### src/rtl/video_timing_pkg.sv
// Shared timing constants, sync polarity type and helpers for video_timing_gen.
package video_timing_pkg;

  // Default VGA 640x480@60 raster (25.175 MHz pixel clock)
  localparam int VGA_H_DISPLAY = 640;
  localparam int VGA_H_FRONT   = 16;
  localparam int VGA_H_SYNC    = 96;
  localparam int VGA_H_BACK    = 48;
  localparam int VGA_V_DISPLAY = 480;
  localparam int VGA_V_FRONT   = 10;
  localparam int VGA_V_SYNC    = 2;
  localparam int VGA_V_BACK    = 33;

  typedef enum logic {
    ACTIVE_LOW  = 1'b0,
    ACTIVE_HIGH = 1'b1
  } sync_pol_e;

  function automatic int axis_total(input int display, input int front,
                                    input int sync, input int back);
    return display + front + sync + back;
  endfunction

  function automatic int max_int(input int a, input int b);
    return (a > b) ? a : b;
  endfunction

  // Pin level for a sync window flag under the given polarity.
  function automatic logic sync_level(input sync_pol_e pol, input logic active);
    return (pol == ACTIVE_HIGH) ? active : ~active;
  endfunction

endpackage

### src/rtl/video_timing_gen_axis.sv
// timing_axis_counter: one raster axis -- wrap counter with display and sync window compares.
module timing_axis_counter #(
  parameter int CNT_W      = 10,
  parameter int TOTAL      = 800,
  parameter int DISPLAY    = 640,
  parameter int SYNC_START = 656,
  parameter int SYNC_LEN   = 96
) (
  input  logic             clk,
  input  logic             reset,
  input  logic             advance,
  output logic [CNT_W-1:0] pos,
  output logic             last,
  output logic             in_display,
  output logic             in_sync
);

  // NOTE: sequential state uses non-blocking assignments so every register samples pre-edge values.
  always_ff @(posedge clk) begin
    if (reset) begin
      pos <= '0;
    end else if (advance) begin
      pos <= last ? '0 : pos + 1'b1;
    end
  end

  // Compares in int so a sync window ending exactly at 2^CNT_W cannot overflow.
  assign last       = (pos == CNT_W'(TOTAL - 1));
  assign in_display = (int'(pos) < DISPLAY);
  assign in_sync    = (int'(pos) >= SYNC_START) && (int'(pos) < SYNC_START + SYNC_LEN);

endmodule

### src/rtl/video_timing_gen.sv
// video_timing_gen: prescaled raster timing with registered sync, visible-area and event strobes.
// Define VIDEO_TIMING_FRAME_CNT_EN to build the frame counter; otherwise frame_count is tied to 0.
module video_timing_gen
  import video_timing_pkg::*;
#(
  parameter int        H_DISPLAY  = VGA_H_DISPLAY,
  parameter int        H_FRONT    = VGA_H_FRONT,
  parameter int        H_SYNC     = VGA_H_SYNC,
  parameter int        H_BACK     = VGA_H_BACK,
  parameter int        V_DISPLAY  = VGA_V_DISPLAY,
  parameter int        V_FRONT    = VGA_V_FRONT,
  parameter int        V_SYNC     = VGA_V_SYNC,
  parameter int        V_BACK     = VGA_V_BACK,
  parameter sync_pol_e H_SYNC_POL = ACTIVE_LOW,
  parameter sync_pol_e V_SYNC_POL = ACTIVE_LOW,
  parameter int        CNT_W      = 10,
  parameter int        PIX_DIV    = 1,
  parameter int        FC_W       = 16
) (
  input  logic             clk,
  input  logic             reset,
  input  logic             enable,
  output logic             hsync,
  output logic             vsync,
  output logic             display_on,
  output logic [CNT_W-1:0] screen_hpos,
  output logic [CNT_W-1:0] screen_vpos,
  output logic             pix_stb,
  output logic             line_start,
  output logic             line_end,
  output logic             frame_start,
  output logic             frame_end,
  output logic [FC_W-1:0]  frame_count
);

  localparam int H_TOTAL = axis_total(H_DISPLAY, H_FRONT, H_SYNC, H_BACK);
  localparam int V_TOTAL = axis_total(V_DISPLAY, V_FRONT, V_SYNC, V_BACK);

  if ((1 << CNT_W) < max_int(H_TOTAL, V_TOTAL)) begin : g_bad_cnt_w
    $error("video_timing_gen: CNT_W=%0d cannot hold totals %0d x %0d", CNT_W, H_TOTAL, V_TOTAL);
  end
  if (PIX_DIV < 1) begin : g_bad_pix_div
    $error("video_timing_gen: PIX_DIV=%0d must be at least 1", PIX_DIV);
  end

  // Pixel tick prescaler
  logic tick;

  if (PIX_DIV == 1) begin : g_no_div
    assign tick = enable;
  end else begin : g_div
    localparam int DIV_W = $clog2(PIX_DIV);
    logic [DIV_W-1:0] div_cnt;
    logic             div_last;

    assign div_last = (div_cnt == DIV_W'(PIX_DIV - 1));
    assign tick     = enable && div_last;

    always_ff @(posedge clk) begin
      if (reset) begin
        div_cnt <= '0;
      end else if (enable) begin
        div_cnt <= div_last ? '0 : div_cnt + 1'b1;
      end
    end
  end

  // Axis counters; the vertical axis steps on the horizontal wrap
  logic [CNT_W-1:0] h_pos, v_pos;
  logic             h_last, h_in_disp, h_in_sync;
  logic             v_last, v_in_disp, v_in_sync;
  logic             h_wrap;

  assign h_wrap = tick && h_last;

  timing_axis_counter #(
    .CNT_W      (CNT_W),
    .TOTAL      (H_TOTAL),
    .DISPLAY    (H_DISPLAY),
    .SYNC_START (H_DISPLAY + H_FRONT),
    .SYNC_LEN   (H_SYNC)
  ) u_h_axis (
    .clk        (clk),
    .reset      (reset),
    .advance    (tick),
    .pos        (h_pos),
    .last       (h_last),
    .in_display (h_in_disp),
    .in_sync    (h_in_sync)
  );

  timing_axis_counter #(
    .CNT_W      (CNT_W),
    .TOTAL      (V_TOTAL),
    .DISPLAY    (V_DISPLAY),
    .SYNC_START (V_DISPLAY + V_FRONT),
    .SYNC_LEN   (V_SYNC)
  ) u_v_axis (
    .clk        (clk),
    .reset      (reset),
    .advance    (h_wrap),
    .pos        (v_pos),
    .last       (v_last),
    .in_display (v_in_disp),
    .in_sync    (v_in_sync)
  );

  // A position earns its strobes once, on the first decode after the tick
  // (or reset) that entered it, and only while enabled.
  logic tick_q, reset_q;
  logic pos_new, visible, h_zero, h_disp_end;

  assign pos_new    = enable && (tick_q || reset_q);
  assign visible    = h_in_disp && v_in_disp;
  assign h_zero     = (h_pos == '0);
  assign h_disp_end = (h_pos == CNT_W'(H_DISPLAY));

  always_ff @(posedge clk) begin
    if (reset) begin
      tick_q      <= 1'b0;
      reset_q     <= 1'b1;
      hsync       <= sync_level(H_SYNC_POL, 1'b0);
      vsync       <= sync_level(V_SYNC_POL, 1'b0);
      display_on  <= 1'b0;
      screen_hpos <= '0;
      screen_vpos <= '0;
      pix_stb     <= 1'b0;
      line_start  <= 1'b0;
      line_end    <= 1'b0;
      frame_start <= 1'b0;
      frame_end   <= 1'b0;
    end else begin
      tick_q      <= tick;
      reset_q     <= 1'b0;
      hsync       <= sync_level(H_SYNC_POL, h_in_sync);
      vsync       <= sync_level(V_SYNC_POL, v_in_sync);
      display_on  <= visible;
      screen_hpos <= visible ? h_pos : '0;
      screen_vpos <= visible ? v_pos : '0;
      pix_stb     <= enable && tick_q;
      line_start  <= pos_new && h_zero && v_in_disp;
      line_end    <= pos_new && h_disp_end && v_in_disp;
      frame_start <= pos_new && h_zero && (v_pos == '0);
      frame_end   <= pos_new && h_disp_end && (v_pos == CNT_W'(V_DISPLAY));
    end
  end

`ifdef VIDEO_TIMING_FRAME_CNT_EN
  logic [FC_W-1:0] frame_cnt;

  always_ff @(posedge clk) begin
    if (reset) begin
      frame_cnt <= '0;
    end else if (h_wrap && v_last) begin
      frame_cnt <= frame_cnt + 1'b1;
    end
  end

  assign frame_count = frame_cnt;
`else
  logic unused_v_last;
  assign unused_v_last = v_last;
  assign frame_count   = '0;
`endif

endmodule
### config.mk
export PLATFORM = sky130hd
export DESIGN_NAME = video_timing_gen
export DESIGN_NICKNAME = d
export VERILOG_FILES = /design/src/rtl/video_timing_pkg.sv /design/src/rtl/video_timing_gen_axis.sv /design/src/rtl/video_timing_gen.sv
export SDC_FILE = /design/constraint.sdc
export NUM_CORES = 1
export LEC_CHECK = 0
export BUFFER_PORTS_ARGS = -buffer_cell sky130_fd_sc_hd__buf_4
export CORE_MARGIN = 10
export CORE_UTILIZATION = 55
export CTS_BUF_LIST = sky130_fd_sc_hd__clkbuf_8
export CTS_CLUSTER_SIZE = 30
export DETAILED_ROUTE_END_ITERATION = 10
export PLACE_DENSITY_LB_ADDON = 0.1
export SYNTH_ARGS = -nofsm -noshare
export SYNTH_HDL_FRONTEND = slang
export SYNTH_SLANG_ARGS = --single-unit
### constraint.sdc
create_clock -name clk -period 2.4 [get_ports clk]
set_clock_uncertainty 0.05 [all_clocks]
set_input_delay 0.48 -clock clk [delete_from_list [all_inputs] [get_ports clk]]
set_output_delay 0.48 -clock clk [all_outputs]
set_load 0.02 [all_outputs]
* After elaboration in Yosys (flattened, before gate mapping)
Index checks and enable logic that the tools add are counted.
W data, S select, Z words.
** Storage, ports and cells
- Register bits :: 50
- Bits in latches :: 0
- RAM bits :: 0
- Memory bits (read-only) :: 0
- Bits of input ports :: 3
- Output and inout port bits :: 44
- Word-level logic and storage cells :: 48
- Memories :: 0
** Cells by class
- Add/subtract/negate cells :: 2
- $mul :: 0
- Divide/modulo/power cells :: 0
- Magnitude comparators :: 6
- Equality and inequality tests :: 4
- Shift operators :: 0
- Mux-type cells :: 3
- Bitwise operators :: 3
- Reduce and logical (&&, ||, !) cells :: 16
** Operator list (number)
- $eq A10 B10 Y1 const B :: 3
- $add A10 B1 Y10 const B :: 2
- $logic_not A10 Y1 :: 2
- $lt A10 B10 Y1 const B :: 2
- $lt A10 B9 Y1 const B :: 2
- $mux W10 :: 2
- $logic_and A1 B1 Y1 :: 12
- $eq A10 B9 Y1 const B :: 1
- $ge A10 B10 Y1 const B :: 1
- $ge A10 B9 Y1 const B :: 1
- $not A1 Y1 :: 3
- $reduce_or A2 Y1 :: 1
- $logic_or A1 B1 Y1 :: 1
- $mux W1 :: 1

* Depth between registers and ports, before layout
Gate-level depths: netlist (run 1).
- Word-level depth :: 4
- Depth in mapped cells :: 6
- Depth with buffers taken out :: 6

* By module
From an unflattened synthesis (run 1), not the netlist that was laid out.
** Second synthesis, totals
- Cell total of the unflattened synthesis :: 212
- Area total of the unflattened synthesis :: 2072.0 µm²
** By module, submodules not included
- video_timing_gen :: instances 1, cells each 93, area each 1026.0 µm², seq. area each 600.6 µm²
- timing_axis_counter (u_h_axis) :: instances 1, cells each 61, area each 531.8 µm², seq. area each 200.2 µm²
- timing_axis_counter (u_v_axis) :: instances 1, cells each 58, area each 514.2 µm², seq. area each 200.2 µm²

* Worst setup path after synthesis (run 1)
OpenSTA, ideal clock, no wires.
- Path type :: in2reg
- Start point :: input enable
- End point :: register u_v_axis.pos[8]
- Setup time :: 0.067 ns
- Data arrival time :: 1.957 ns
- Required time :: 2.283 ns
- Path slack :: 0.326 ns
- Cell stages on the path :: 6
- Path buffers :: 2
- Cells stage by stage :: buf_2 nand4_1 or3_4 buf_6 or4_4 a21oi_2
** Between the ends
- Cells in the longest elaborated chain, start to end :: 1
** RTL lines
- start: declaration :: line video_timing_gen.sv:22 : input logic enable,
- $logic_and A1 B1 Y1 :: line video_timing_gen.sv:74 : assign h_wrap = tick && h_last;
- end signal: assignment :: line video_timing_gen_axis.sv:23 : pos <= last ? '0 : pos + 1'b1;
- end: declaration :: line video_timing_gen_axis.sv:12 : output logic [CNT_W-1:0] pos,
Every way passes these cells.
A chain may end at the register's enable or synchronous reset.

* Worst setup path after layout (run 1)
- Start point :: register u_h_axis.pos[0]
- End point :: register u_v_axis.pos[8]
** Between the ends
- Cells in the longest elaborated chain, start to end :: 2
** RTL lines
- start: declaration :: line video_timing_gen_axis.sv:12
- start signal: assignment :: line video_timing_gen_axis.sv:23
- $eq A10 B10 Y1 :: line video_timing_gen_axis.sv:28 : assign last = (pos == CNT_W'(TOTAL - 1));
- $logic_and A1 B1 Y1 :: line video_timing_gen.sv:74
Every way passes these cells.

==> run summary, run 1 <==
FP Rows -> 21
DPL Wire Length -> 2.91 mm
Clock transition at path regs -> 0.09 ns
Yosys reg bits -> 50
CP Max Fanout -> 6
Yosys top cell area share -> 49.5%
CP max-delay cell -> or4_4
largest net degree at the start of global routing -> 21
Max clock buf depth -> 2
overall die width -> 80.7 um
wire per inst -> 13.6 um
Hold WC Path Type -> in2reg
vias in the first global route -> 1,334
CTS buffer count -> 5
Core ar. -> 0.00344 sq mm
top cells by area, synth -> dfxtp_1 (49%), and2_1 (6.2%), buf_4 (5.9%), nor2_1 (3.9%), xor2_1 (3.5%)
PD cells -> 619 mW/mm^2
Clk Tree Root Cell -> clkbuf_8
non-filler instance count after layout -> 283
total global routing overflow -> 0
Layout area overhead -> 12.7%
synth unique cells -> 40
initial DRC count -> 90
routability cong. -> 0.821
Setup crit start kind -> flop
post-layout util -> 66.2%
status -> completed
drc violations -> 0
TritonRoute pass-1 iters -> 4
clk sinks -> 50
Syn. warnings -> 0
total negative slack -> 0 ns
sequential fraction of the synthesis area -> 49.5%
layout cells sized above 1 -> 20.7%
period utilisation layout -> 87.5%
RSZ-0062 raised after global routing -> no
Req. time, crit path -> 2.59 ns
max-slew violations -> 0
Top Ports -> 47
initial core utilization -> 58.8%
ant diodes -> 0
Syn Inst Count -> 210
Final setup viols -> 0
crit end category -> flop
Leak -> 0.954 nW
Die Height -> 80.7 um
antenna-violating nets left -> 0
first-pass GRT wire length -> 6.14 mm
Post-Route WL -> 3.84 mm
Vias/cell -> 5.06
DR vias -> 1,431
mapped cell area -> 0.00202 sq mm
Die ar. -> 0.00650 sq mm
R2R Setup Slk -> 0.30 ns
clock latency on the worst-skew pair -> 0.30 ns
initial antenna violation count -> 0
cts hold-fix bufs -> 0
clock tree from TritonCTS -> built
Period minus WS final -> 2.10 ns
Resized cells post-CTS -> 0
worst vdd ir -> 0.346 mV
Tot GR Track Use -> 11.9%
critical path arrival -> 2.29 ns
dpl cells -> 275
crit-path max cell delay -> 0.53 ns
Avg Synthesized Cell Area -> 9.63 sq um
H-tree levels -> 2
Final Hold Violating Endpoints -> 0
IO Port Bufs -> 30
nets@finish -> 243
CP Class -> reg2reg
Synth area leader -> dfxtp_1
Post CTS Setup Buffer Count -> 0
CP cell instances -> ha_1 > nand4_1 > or3_4 > or4_4 > a21oi_2
Max Clock Freq -> 0.476 GHz
max-cap viol count -> 0
[report_power, final]
part / leakage [nW] / internal (W) / switching [W]
registers: 0.405 / 0.000841 / 0.00000623
logic: 0.505 / 0.0000234 / 0.0000589
clock network: 0.0441 / 0.000205 / 0.000277
total: 0.954 / 0.00107 / 0.000342
[state kept, by name, summed over array words and instances (netlist names), 10 cells and up]
name,count
u_v_axis.pos,10
u_h_axis.pos,10
screen_hpos,10
screen_vpos,10
[final cells by class]
type	count	area, sq um
multi-input cells	143	880
repair buffers	31	233
inverters	5	18.8
flip-flops and latches	50	1000
clock buffers	5	68.8
clock inverters	3	21.3
well taps	46	57.6
fillers	296	1160
[worst max-delay path: cells and delay by family (launching register included)]
family,cells,cell delay (ns)
AOI/OAI and AO/OA,1,0.14
adders and majority gates,1,0.21
DFF,1,0.40
and+or+nand+nor,3,1.24
[final timing paths]
| path | startpoint | end | cells after the start |
|---|---|---|---|
| worst min register to register | tick_q | pix_stb | 1 |
| worst min-delay path | reset | reset_q | 1 |
| worst max register to register | u_h_axis.pos[0] | u_v_axis.pos[8] | 5 |
| worst max-delay path | u_h_axis.pos[0] | u_v_axis.pos[8] | 5 |
[stage by stage]
step | hold WS, ns | power [W] | worst slack (ns) | cell area (sq um)
final | 0.342 | 0.00141 | 0.300 | 2280
after global routing | 0.335 | 0.00147 | 0.171 | 2280
after CTS | 0.331 | 0.00142 | 0.291 | 2280
after detailed placement | 0.394 | 0.000948 | 0.313 | 2190
after global placement | 0.386 | 0.000946 | 0.388 | 2190
after floorplan | 0.372 | 0.000945 | 0.326 | 2080
[routing by layer]
layer,up-vias,GRT usage [%],share of wire (%)
met2,48,17.4,45
met1,659,14.6,44
met4,0,4.50,0.86
li1,720,-,-
met5,-,0,0
met3,4,5.79,9.4
[logic make-up (layout without fill, tap and decap cells)]
group	Yosys count	after routing	share of synthesized area, %
adder cells (fa/ha/maj)	4	4	2.47
AO/OA/AOI/OAI	10	10	3.09
XOR/XNOR	14	14	6.06
other	1	17	0.185
multiplexers	1	1	0.495
flip-flops	50	50	49.5
AND/OR/NAND/NOR	97	97	28.2
buffers and inverters	33	44	10.0
[synth_stat cells]
cell type	count
nand2_1	7
nand3b_1	2
xnor2_1	6
and3_1	1
or4_4	1
or3_1	3
or4_1	2
or3_4	1
nor4_1	5
a21oi_1	5
and4b_1	1
and2_1	20
buf_1	1
clkbuf_1	6
or2_2	2
nand4_1	9
buf_2	3
and3_2	1
mux2i_1	1
or2_1	1
nand4b_1	2
and4bb_2	2
xor2_1	8
dfxtp_1	50
nor2_1	21
or2b_1	1
and4_1	2
and4_2	1
o21ai_0	2
o21bai_2	1
buf_4	16
conb_1	1
buf_6	2
o31ai_1	1
nor2b_1	1
nor3_1	3
a21oi_2	1
nand3_1	8
ha_1	4
inv_1	5
[cells in the final DEF (no fill, tap or decap), types with 3 or more instances in the layout]
master,instances
buf_4,31
xnor2_1,6
nand3_1,8
nor2_1,21
xor2_1,8
dfxtp_1,50
nor4_1,5
or3_1,3
nand4_1,9
ha_1,4
a21oi_1,5
conb_1,17
clkbuf_8,5
inv_1,5
nand2_1,7
and2_1,20
nor3_1,3
Note: power is estimated with default switching activity, not from simulation.
==> run 2, diff against run 1 <==
MAX_ROUTING_LAYER = met4   (was not set)
==> run 2 against run 1 <==
  * Final area unchanged
  * Setup slack worse by 0.0022 ns
  * Flip-flop and latch count unchanged
  * Critical path depth unchanged
  * First-iteration DRC count up 27%
  * Clock power about the same
  * Count of clock-buffer cells in the layout unchanged
  * Sequential share of layout area unchanged
  * Largest power group unchanged
  * Highest routed layer unchanged
==> run summary, run 2 (synthesized netlist as in run 1, its figures left out) <==
CTS buffer count -> 5
cts hold-fix bufs -> 0
Hold WC Path Type -> in2reg
first-pass GRT wire length -> 6.15 mm
commonest non-fill, non-tap cell in the layout -> dfxtp_1
initial core utilization -> 58.8%
Tot GR Track Use -> 12.2%
M2 GR Usage -> 17.4%
Setup crit start kind -> flop
IO Port Bufs -> 30
Core ar. -> 0.00344 sq mm
PD cells -> 620 mW/mm^2
clock tree from TritonCTS -> built
total negative slack -> 0 ns
Layout area overhead -> 12.7%
DR vias -> 1,443
Leak -> 0.954 nW
critical path arrival -> 2.30 ns
status -> completed
Clk Tree Root Cell -> clkbuf_8
Clock transition at path regs -> 0.09 ns
antenna-violating nets left -> 0
initial antenna violation count -> 0
FP Rows -> 21
Final Total Pwr -> 0.00141 W
max-cap viol count -> 0
Fillers -> 296
Post CTS Setup Buffer Count -> 0
Reg2Reg Launch Point -> u_h_axis.pos[0]
Vias/cell -> 5.10
most frequent cells in the layout -> dfxtp_1 (50), buf_4 (31), nor2_1 (21)
TritonRoute pass-1 iters -> 4
initial DRC count -> 114
met3 usage -> 4.01%
CP Class -> reg2reg
CP Launch Point -> u_h_axis.pos[0]
gr busiest metal -> met2
Top Ports -> 47
M1 GR Usage -> 14.8%
Period minus WS final -> 2.10 ns
clk sinks -> 50
nets@finish -> 243
Resized cells post-CTS -> 0
worst vdd ir -> 0.340 mV
Hold Crit Start -> reset
crit end category -> flop
wire per inst -> 13.6 um
vias in the first global route -> 1,336
Die ar. -> 0.00650 sq mm
Max Clock Freq -> 0.476 GHz
Final Hold Violating Endpoints -> 0
Die Height -> 80.7 um
DPL Wire Length -> 2.91 mm
clock latency on the worst-skew pair -> 0.31 ns
RSZ-0062 raised after global routing -> no
Req. time, crit path -> 2.59 ns
Post-Route WL -> 3.86 mm
largest net degree at the start of global routing -> 21
total global routing overflow -> 0
sw power -> 0.000344 W
max-slew violations -> 0
layout cells sized above 1 -> 20.7%
ant diodes -> 0
drc violations -> 0
Max clock buf depth -> 2
Int Power -> 0.00107 W
sw frac -> 24.3%
Final setup viols -> 0
routability cong. -> 0.834
Comb power frac -> 5.8%
Seq pwr share -> 59.9%
Clock Power Share -> 34.2%
CP Max Fanout -> 6
period utilisation layout -> 87.6%
overall die width -> 80.7 um
H-tree levels -> 2
[run 2: stage by stage]
step / util, % / cell area, sq um / worst slack (ns) / hold slack (ns) / cells
2_1_floorplan: - / 2080 / 0.326 / 0.372 / 226
3_3_place_gp: 63.6 / 2190 / 0.388 / 0.386 / 275
3_5_place_dp: 63.6 / 2190 / 0.313 / 0.394 / 275
4_1_cts: 66.2 / 2280 / 0.291 / 0.331 / 283
5_1_grt: 66.2 / 2280 / 0.168 / 0.343 / 283
6_report: 66.2 / 2280 / 0.297 / 0.336 / 283
[run 2: routing by layer]
| metal | wire [um] | vias up |
|---|---|---|
| met5 | 0 | - |
| met4 | 77 | 0 |
| met3 | 342 | 8 |
| met2 | 1730 | 51 |
| met1 | 1710 | 664 |
| li1 | - | 720 |
[run 2: area by class of cell]
class	instances	area [sq um]	area share, %
repair buffers	31	233	10.2
well taps	46	57.6	2.52
clock buffers	5	68.8	3.02
inverters	5	18.8	0.823
flip-flops and latches	50	1000	43.9
clock inverters	3	21.3	0.933
multi-input cells	143	880	38.6
[run 2: power by group through the flow]
stage / clock network, W / registers, W / logic (W)
3_3_place_gp: 0 / 0.000866 / 0.0000798
4_1_cts: 0.000488 / 0.000847 / 0.0000814
3_5_place_dp: 0 / 0.000867 / 0.0000810
5_1_grt: 0.000522 / 0.000848 / 0.0000913
6_report: 0.000484 / 0.000847 / 0.0000823
2_1_floorplan: 0 / 0.000874 / 0.0000717
[run 2: final timing paths]
kind                          end  slack, ns  depth (start not counted)
hold / removal            reset_q       0.34                          1
setup reg to reg  u_v_axis.pos[8]       0.30                          5
hold reg to reg           pix_stb       0.41                          1
setup / recovery  u_v_axis.pos[8]       0.30                          5
[run 2: critical path: stages (launching register included)]
cell     delay, ns
dfxtp_1       0.40
ha_1          0.21
nand4_1       0.22
or3_4         0.49
or4_4         0.53
a21oi_2       0.14
